[src/rtl/csa_pkg.sv]
// Shared helpers for the pipelined carry-save reduction tree: operand-count
// range check, per-level row counts, level count and result width.
package csa_pkg;

    localparam int CSA_NOPS_MIN = 3;
    localparam int CSA_NOPS_MAX = 9;

    // True when the operand count is one the tree is built for.
    function automatic bit csa_nops_ok(input int nops);
        return (nops >= CSA_NOPS_MIN) && (nops <= CSA_NOPS_MAX);
    endfunction

    // Rows present at the input of level lvl (lvl = 0 is the operand set).
    // Each level turns every full group of 3 rows into 2 and passes leftovers.
    function automatic int csa_rows(input int nops, input int lvl);
        int r;
        r = nops;
        for (int i = 0; i < lvl; i++) begin
            r = 2 * (r / 3) + (r % 3);
        end
        return r;
    endfunction

    // Number of 3:2 levels needed to reach a single carry-save pair.
    function automatic int csa_levels(input int nops);
        int r;
        int l;
        r = nops;
        l = 0;
        for (int i = 0; (i < 16) && (r > 2); i++) begin
            r = 2 * (r / 3) + (r % 3);
            l = l + 1;
        end
        return l;
    endfunction

    // Result width: enough headroom for the sum of nops operands.
    function automatic int csa_ow(input int w, input int nops);
        return w + $clog2(nops);
    endfunction

endpackage

[src/rtl/csa_tree_pipe_row.sv]
// One combinational row of 3:2 compressors. s is the bitwise sum, t is the
// majority (carry) word already shifted left by one with bit 0 cleared and
// the carry out of the top bit dropped (results wrap mod 2^OW).
module csa32_row #(
    parameter int OW = 8
) (
    input  logic [OW-1:0] x,
    input  logic [OW-1:0] y,
    input  logic [OW-1:0] z,
    output logic [OW-1:0] t,
    output logic [OW-1:0] s
);

    assign s = x ^ y ^ z;

    assign t = {(x[OW-2:0] & y[OW-2:0]) |
                (x[OW-2:0] & z[OW-2:0]) |
                (y[OW-2:0] & z[OW-2:0]), 1'b0};

endmodule

[src/rtl/csa_tree_pipe.sv]
// Pipelined multi-operand carry-save reduction tree with a final
// carry-propagate add. One register stage per compressor level plus one for
// the resolved result; a single global enable stalls the whole pipe.
module csa_tree_pipe
    import csa_pkg::*;
#(
    parameter  int W      = 13,
    parameter  int NOPS   = 4,
    parameter  int SIGNED = 0,
    parameter  int TAG_W  = 4,
    localparam int OW     = csa_ow(W, NOPS)
) (
    input  logic                clk,
    input  logic                rst_n,
    input  logic                in_valid,
    output logic                in_ready,
    input  logic [NOPS*W-1:0]   in_ops,
    input  logic [TAG_W-1:0]    in_tag,
    output logic                out_valid,
    input  logic                out_ready,
    output logic [OW-1:0]       out_t,
    output logic [OW-1:0]       out_s,
    output logic [OW-1:0]       out_sum,
    output logic [TAG_W-1:0]    out_tag
);

    localparam int L = csa_levels(NOPS);

    if (!csa_nops_ok(NOPS)) begin : gen_bad_nops
        $error("csa_tree_pipe: NOPS=%0d is outside the supported range 3..9", NOPS);
    end

    // Whole pipe advances together; it only stops when a result is waiting
    // at the output and the consumer is not taking it. Bubbles are kept.
    logic en;
    assign en       = out_ready | ~out_valid;
    assign in_ready = en;

    // valid_reg[gi] belongs to level gi; valid_reg[L] is the output stage.
    logic [L:0]            valid_reg;
    logic [L:0][TAG_W-1:0] tag_reg;

    // Operands widened to the result width before the first level.
    logic [NOPS-1:0][OW-1:0] ext_rows;

    for (genvar gi = 0; gi < NOPS; gi++) begin : gen_ext
        if (SIGNED != 0) begin : gen_sext
            assign ext_rows[gi] = {{(OW-W){in_ops[gi*W+W-1]}}, in_ops[gi*W +: W]};
        end else begin : gen_zext
            assign ext_rows[gi] = {{(OW-W){1'b0}}, in_ops[gi*W +: W]};
        end
    end

    // Compressor levels: each sized for exactly the rows it sees.
    for (genvar gi = 0; gi < L; gi++) begin : gen_lvl
        localparam int N_IN   = csa_rows(NOPS, gi);
        localparam int N_GRP  = N_IN / 3;
        localparam int N_LEFT = N_IN % 3;
        localparam int N_OUT  = 2 * N_GRP + N_LEFT;

        logic [N_IN-1:0][OW-1:0]  rows_in;
        logic [N_OUT-1:0][OW-1:0] rows_next;
        logic [N_OUT-1:0][OW-1:0] rows_reg;

        if (gi == 0) begin : gen_src_ops
            assign rows_in = ext_rows;
        end else begin : gen_src_prev
            assign rows_in = gen_lvl[gi-1].rows_reg;
        end

        // Full groups of three become a (carry, sum) pair, carry first.
        for (genvar gj = 0; gj < N_GRP; gj++) begin : gen_grp
            csa32_row #(
                .OW (OW)
            ) u_row (
                .x (rows_in[3*gj]),
                .y (rows_in[3*gj+1]),
                .z (rows_in[3*gj+2]),
                .t (rows_next[2*gj]),
                .s (rows_next[2*gj+1])
            );
        end

        // Leftover rows ride along untouched behind the compressed pairs.
        for (genvar gj = 0; gj < N_LEFT; gj++) begin : gen_pass
            assign rows_next[2*N_GRP+gj] = rows_in[3*N_GRP+gj];
        end

        // Level register, frozen while the pipe is stalled.
        always_ff @(posedge clk or negedge rst_n) begin
            if (!rst_n) begin
                rows_reg <= '0;
            end else if (en) begin
                rows_reg <= rows_next;
            end
        end
    end

    // The last level always reduces three rows, so row 0 is the carry word
    // and row 1 the sum word of the final pair.
    logic [1:0][OW-1:0] last_rows;
    logic [OW-1:0]      fin_sum;

    assign last_rows = gen_lvl[L-1].rows_reg;
    assign fin_sum   = last_rows[0] + last_rows[1];

    logic [OW-1:0] out_t_reg;
    logic [OW-1:0] out_s_reg;
    logic [OW-1:0] out_sum_reg;

    // Valid bits and tags shift in lockstep with the level registers.
    always_ff @(posedge clk or negedge rst_n) begin
        if (!rst_n) begin
            valid_reg <= '0;
            tag_reg   <= '0;
        end else if (en) begin
            valid_reg <= {valid_reg[L-1:0], in_valid};
            tag_reg   <= {tag_reg[L-1:0], in_tag};
        end
    end

    // Output stage: resolved sum registered together with its carry-save pair.
    always_ff @(posedge clk or negedge rst_n) begin
        if (!rst_n) begin
            out_t_reg   <= '0;
            out_s_reg   <= '0;
            out_sum_reg <= '0;
        end else if (en) begin
            out_t_reg   <= last_rows[0];
            out_s_reg   <= last_rows[1];
            out_sum_reg <= fin_sum;
        end
    end

    assign out_valid = valid_reg[L];
    assign out_tag   = tag_reg[L];
    assign out_t     = out_t_reg;
    assign out_s     = out_s_reg;
    assign out_sum   = out_sum_reg;

endmodule

[config.mk]
export PLATFORM = sky130hd
export DESIGN_NAME = csa_tree_pipe
export DESIGN_NICKNAME = d
export VERILOG_FILES = /design/src/rtl/csa_pkg.sv /design/src/rtl/csa_tree_pipe_row.sv /design/src/rtl/csa_tree_pipe.sv
export SDC_FILE = /design/constraint.sdc
export NUM_CORES = 1
export LEC_CHECK = 0
export ABC_CLOCK_PERIOD_IN_PS = 3600
export CAP_MARGIN = 10
export CORE_ASPECT_RATIO = 2
export CORE_UTILIZATION = 57
export DETAILED_ROUTE_END_ITERATION = 8
export GPL_ROUTABILITY_DRIVEN = 0
export PLACE_DENSITY = 0.85
export SYNTH_ARGS = -nofsm -noshare
export SYNTH_HDL_FRONTEND = slang
export SYNTH_HIERARCHICAL = 1
export SYNTH_SLANG_ARGS = --single-unit
[constraint.sdc]
create_clock -name clk -period 3.6 [get_ports clk]
set_input_delay 0.72 -clock clk [delete_from_list [all_inputs] [get_ports clk]]
set_output_delay 0.72 -clock clk [all_outputs]
set_load 0.005 [all_outputs]
==> reports/results.txt, run 1 <==
status: completed
RR Endpoint: out_sum[12]$_DFFE_PN0P_
Placeable Area: 0.0109 sq mm
DRC Markers: 0
Power Total: 7.29 mW
Critical Path Fanout Max: 2
Initial Util: 58.4%
pin count of the biggest net entering global routing: 144
Detailed Route Iter0 Violations: 444
DR vias: 5,048
gr ovfl total: 0
antenna viol nets, final: 0
Lkg Pwr: 4.06 nW
Worst VDD drop: 0.585 mV
Area Growth Syn to Fin: 28.8%
placed inst area: 0.00756 sq mm
slowest stage delay, CP: 0.45 ns
critical path type: in2out
post-detail-place hpwl: 9050 um
slowest stage cell, crit path: clkdlybuf4s50_1
Worst EP required: 2.88 ns
CP Cell Sequence: clkdlybuf4s50_1, nor2b_4, inv_4, clkdlybuf4s50_1
clock skew: 0.00616 ns
clk buf depth: 2
area of the multi-input gates: 0.00288 sq mm
endpoint type of the worst setup path: output port
final setup violation count: 0
H-tree depth: 4
commonest non-fill, non-tap cell in the layout: nand2_1
commonest non-fill, non-tap cells in the layout: nand2_1 (367), dfrtp_1 (133), clkdlybuf4s50_1 (109)
top cell type's share of synthesized area: 52.4%
placed cells: 914
DIE AREA: 0.0116 sq mm
Async SR Flop Fraction: 100%
reg2reg setup slack: 1.14 ns
Layout Cells excl Fill: 946
final core utilization: 75.2%
Final Hold Fails: 0
final period utilization: 72.6%
antenna violations before repair: 0
fillers: 724
clk slew on worst S/H paths: 0.06 ns
area leader, netlist: dfrtp_1
vias in the first global route: 5,080
drt via density: 5.34
# diodes: 0
DR WL/cell: 14.5 um
Top cell by count, worst path: clkdlybuf4s50_1
Tot GR Track Use: 26.0%
post-route cell area: 0.00818 sq mm
Port Buf Inserts: 110
largest cells by area after synthesis: dfrtp_1 (52%), nand2_1 (22%), fa_1 (9.1%)
setup_tns: 0 ns
hold crit path type: in2async
clk_lat worst skew: 0.41 ns
Post-synth EDFFs: 0
RSZ-0062 raised after global routing: no
CTS tree: yes
Final min period: 2.61 ns
first-pass GRT wire length: 23,400 um
Synth Register Bits: 133
syn_area_per_cell: 9.21 sq um
Clock Sinks: 133
die height: 151 um
startpoint types: input port
FF-to-FF path depth: 7
DRT Pass-1 Iters: 6
nets: 896
register area share after synthesis: 52.4%
worst relative slew slack: 60.4%
Post-Syn Instances: 690
share of layout cells above drive strength 1: 5.46%
Root Driver: clkbuf_16
CTS Hold Bufs: 0
cts repair resizes: 0
Slew Limit Fails: 0
max reg flops: 73
Distinct cells, synth: 47
synthesized area: 0.00635 sq mm
Boundary Pins: 111
max-cap check violation count: 0
RR Startpoint: gen_lvl[1].rows_reg[0]$_DFFE_PN0P_
standard-cell rows: 54
Synthesis Warnings: 6
WL final: 13,700 um
CTS buffer count: 17
sequential cell area: 0.00333 sq mm
setup repair bufs after CTS: 0
Worst-Margin Slew: 0.594 ns
pwr/cell area: 891 mW/mm^2
Post-synth top flop: dfrtp_1
Fmax achieved: 382 MHz
die width: 76.7 um
Data arrival, critical path: 1.89 ns
-- synth_stat cells (2+ instances only) --
| cell | n |
|---|---|
| a211oi_1 | 5 |
| a211oi_2 | 3 |
| a21o_1 | 5 |
| a21oi_1 | 13 |
| buf_1 | 6 |
| buf_2 | 4 |
| buf_4 | 6 |
| clkbuf_1 | 20 |
| conb_1 | 3 |
| dfrtp_1 | 133 |
| fa_1 | 29 |
| ha_1 | 14 |
| inv_1 | 4 |
| nand2_1 | 367 |
| nand3_1 | 5 |
| nor2_1 | 15 |
| nor3_1 | 9 |
| nor3b_1 | 4 |
| o2111ai_1 | 2 |
| o211ai_1 | 2 |
| o21a_1 | 4 |
| o21ai_0 | 8 |
| o22ai_1 | 2 |
| o31ai_1 | 2 |
| xnor2_1 | 2 |
| xor3_1 | 2 |
-- worst max-delay path, delay by kind of cell --
family | cells | cell delay [ns]
and+or+nand+nor | 1 | 0.20
buffers and inverters | 3 | 0.97
-- routing by layer --
| layer | global-route usage (%) | share of wire (%) | vias to the layer above | routed length, um |
|---|---|---|---|---|
| met1 | 30.9 | 39 | 2447 | 5290 |
| met3 | 4.88 | 4.7 | 34 | 647 |
| li1 | - | - | 2385 | - |
| met5 | 0 | 0 | - | 0 |
| met2 | 45.1 | 54 | 182 | 7410 |
| met4 | 12.7 | 2.7 | 0 | 373 |
-- per-stage QoR --
step	setup slack, ns	hold slack [ns]
3_5_place_dp	0.987	0.456
5_1_grt	0.963	0.316
2_1_floorplan	1.47	0.424
3_3_place_gp	0.978	0.444
4_1_cts	0.973	0.284
6_report	0.985	0.268
-- logic make-up (layout without fill, tap and decap cells) --
family | after synthesis | in the layout | synth area share [%]
AOI/OAI and AO/OA | 55 | 55 | 6.24
xor gates and xnor gates | 5 | 5 | 1.16
adders and majority gates | 43 | 43 | 11.9
buffers and inverters | 41 | 150 | 2.86
DFF | 133 | 133 | 52.4
other | 3 | 10 | 0.177
and+or+nand+nor | 410 | 410 | 25.3
-- area by class of cell --
| class | instances | share of cell area [%] |
|---|---|---|
| well taps | 140 | 2.14 |
| flip-flops and latches | 133 | 40.7 |
| inverters | 5 | 0.260 |
| clock inverters | 11 | 1.80 |
| multi-input cells | 523 | 35.2 |
| clock buffers | 21 | 5.75 |
| repair buffers | 113 | 14.2 |
-- how the worst max path moves through the flow --
| stage | startpoint | end | slack, ns | cells past startpoint |
|---|---|---|---|---|
| finish | out_ready | in_ready | 0.99 | 4 |
| global route | out_ready | in_ready | 0.96 | 4 |
| detailed placement | out_ready | in_ready | 0.99 | 4 |
| CTS | out_ready | in_ready | 0.97 | 4 |
| global placement | out_ready | in_ready | 0.98 | 4 |
| floorplan | gen_lvl[1].rows_reg[0]$_DFFE_PN0P_ | out_sum[12]$_DFFE_PN0P_ | 1.47 | 7 |
-- where the power goes --
part	switching [mW]	leakage [nW]	total, mW	internal, mW
Sequential	0.450	1.61	2.56	2.11
Clock	0.642	0.304	1.79	1.15
Combinational	1.53	2.15	2.94	1.41
(Power assumes the default switching activity.)
==> run 2: changes to the inputs <==
- ABC_CLOCK_PERIOD_IN_PS: 3600 -> 2400
- CORE_UTILIZATION: 57 -> 48
- PLACE_DENSITY: 0.85 -> 0.77
- clock period: 3.6 -> 2.4 ns (I/O delays scaled with it)
==> reports/results.txt, run 2 (synthesis results as in run 1) <==
status: completed
vias in the first global route: 4,900 (-3.5%)
gr ovfl total: 0 (unchanged)
commonest non-fill, non-tap cell in the layout: nand2_1
die height: 165 um (+8.9%)
Boundary Pins: 111 (unchanged)
RR Startpoint: gen_lvl[1].rows_reg[0]$_DFFE_PN0P_
Critical path buffers and inverters: 0 (-3)
clk_lat worst skew: 0.41 ns (about the same)
startpoint types: register
final setup violation count: 0 (unchanged)
Placeable Area: 0.0130 sq mm (+19%)
Data arrival, critical path: 2.61 ns (+0.72 ns)
first-pass GRT wire length: 22,300 um (-4.5%)
antenna viol nets, final: 0 (unchanged)
CTS tree: yes
Port Buf Inserts: 110 (unchanged)
reg2reg setup slack: 0.10 ns (-1.04 ns)
Detailed Route Iter0 Violations: 316 (-29%)
Fmax achieved: 435 MHz
clk buf depth: 2 (unchanged)
DR WL/cell: 13.8 um (-4.5%)
share of layout cells above drive strength 1: 5.70% (+0.24 points)
Area Growth Syn to Fin: 28.2%
max reg flops: 73 (unchanged)
clk slew on worst S/H paths: 0.06 ns (about the same)
nets: 899 (+0.33%)
fillers: 1,045 (+44%)
WL final: 13,300 um (-3.2%)
standard-cell rows: 59 (+9.3%)
CP Cell Sequence: ha_1, fa_2, a211oi_2, nor2_1, o311a_1, o21a_1, o31ai_1
Slew Limit Fails: 0 (unchanged)
slowest stage delay, CP: 0.40 ns (-0.05 ns)
crit-path leading delay family: compound AO/OA/AOI/OAI gates
Lkg Pwr: 4.03 nW (-0.58%)
Initial Util: 48.9% (-9.5 points)
H-tree depth: 4 (unchanged)
drt via density: 5.16 (-3.3%)
FF-to-FF path depth: 7 (unchanged)
Power Total: 10.6 mW (+45%)
Worst EP required: 2.71 ns (-0.17 ns)
post-detail-place hpwl: 9240 um (+2.0%)
setup repair bufs after CTS: 0 (unchanged)
pin count of the biggest net entering global routing: 110 (-24%)
worst relative slew slack: 61.2% (+0.75 points)
commonest non-fill, non-tap cells in the layout: nand2_1 (367), dfrtp_1 (133), clkdlybuf4s50_1 (109)
Clock Sinks: 133 (unchanged)
Worst-Margin Slew: 0.583 ns (-0.0113 ns)
final period utilization: 95.8%
Final min period: 2.30 ns
RSZ-0062 raised after global routing: no
clock skew: 0.00864 ns (+0.00249 ns)
DR vias: 4,946 (-2.0%)
slowest stage cell, crit path: dfrtp_1
hold crit path type: in2async
DIE AREA: 0.0137 sq mm (+18%)
# diodes: 0 (unchanged)
antenna violations before repair: 0 (unchanged)
Worst VDD drop: 0.745 mV (+27%)
RR Endpoint: out_sum[12]$_DFFE_PN0P_
die width: 83.4 um (+8.7%)
DRT Pass-1 Iters: 7 (+1)
endpoint type of the worst setup path: register
Critical Path End: out_sum[12]$_DFFE_PN0P_
critical path type: reg2reg
Final Hold Fails: 0 (unchanged)
Levels on crit path: 7 (+3)
Critical Path Fanout Max: 4 (+2)
pwr/cell area: 1300 mW/mm^2 (+46%)
Tot GR Track Use: 20.7% (-5.3 points)
Critical path origin: gen_lvl[1].rows_reg[0]$_DFFE_PN0P_
DRC Markers: 0 (unchanged)
setup_tns: 0 ns (unchanged)
CTS buffer count: 17 (unchanged)
Root Driver: clkbuf_16
max-cap check violation count: 0 (unchanged)
run 2: cell type report:
class | instances | area, sq um | share of cell area, %
sequential | 133 | 3330 | 40.9
multi-input combinational | 523 | 2880 | 35.4
timing repair buffer | 116 | 1180 | 14.5
clock buffer | 20 | 457 | 5.61
tap | 152 | 190 | 2.33
clock inverter | 10 | 83.8 | 1.03
inverter | 5 | 21.3 | 0.261
run 2: per-layer routing:
layer	vias up	wire [um]	track usage, %
met4	0	335	10.3
met1	2394	5120	23.9
met5	-	0	0
li1	2374	-	-
met3	24	489	3.45
met2	154	7330	36.8
run 2: worst min-delay path by stage:
stage	end	slack [ns]	cells after the start
after floorplan	gen_lvl[0].rows_reg[0]$_DFFE_PN0P_	0.18	0
after CTS	gen_lvl[1].rows_reg[25]$_DFFE_PN0P_	0.03	1
after detailed placement	gen_lvl[0].rows_reg[26]$_DFFE_PN0P_	0.45	1
after global routing	gen_lvl[0].rows_reg[26]$_DFFE_PN0P_	0.05	1
final	gen_lvl[0].rows_reg[26]$_DFFE_PN0P_	0.02	1
after global placement	gen_lvl[0].rows_reg[26]$_DFFE_PN0P_	0.45	1
run 2: what timing repair did:
action                     4_1_cts  5_1_grt
hold buffers                     0        0
gates resized for setup          0        2
setup endpoints to repair        0        2
hold endpoints to repair         0        0
run 2: metrics by stage:
| stage | util, % | std cells | hold WS (ns) | instance area (sq um) | setup slack [ns] |
|---|---|---|---|---|---|
| 2_1_floorplan | - | 697 | 0.184 | 6380 | 0.267 |
| 3_3_place_gp | 58.5 | 929 | 0.448 | 7600 | 0.141 |
| 3_5_place_dp | 58.5 | 929 | 0.447 | 7600 | 0.0724 |
| 4_1_cts | 62.7 | 959 | 0.0271 | 8140 | 0.0362 |
| 5_1_grt | 62.7 | 959 | 0.0529 | 8150 | 0.0341 |
| 6_report | 62.7 | 959 | 0.0232 | 8150 | 0.100 |
run 2: power breakdown:
part           internal, mW  switching, mW
clock network          1.45          0.899
registers              3.16          0.682
logic                  2.12           2.26
total                  6.73           3.84
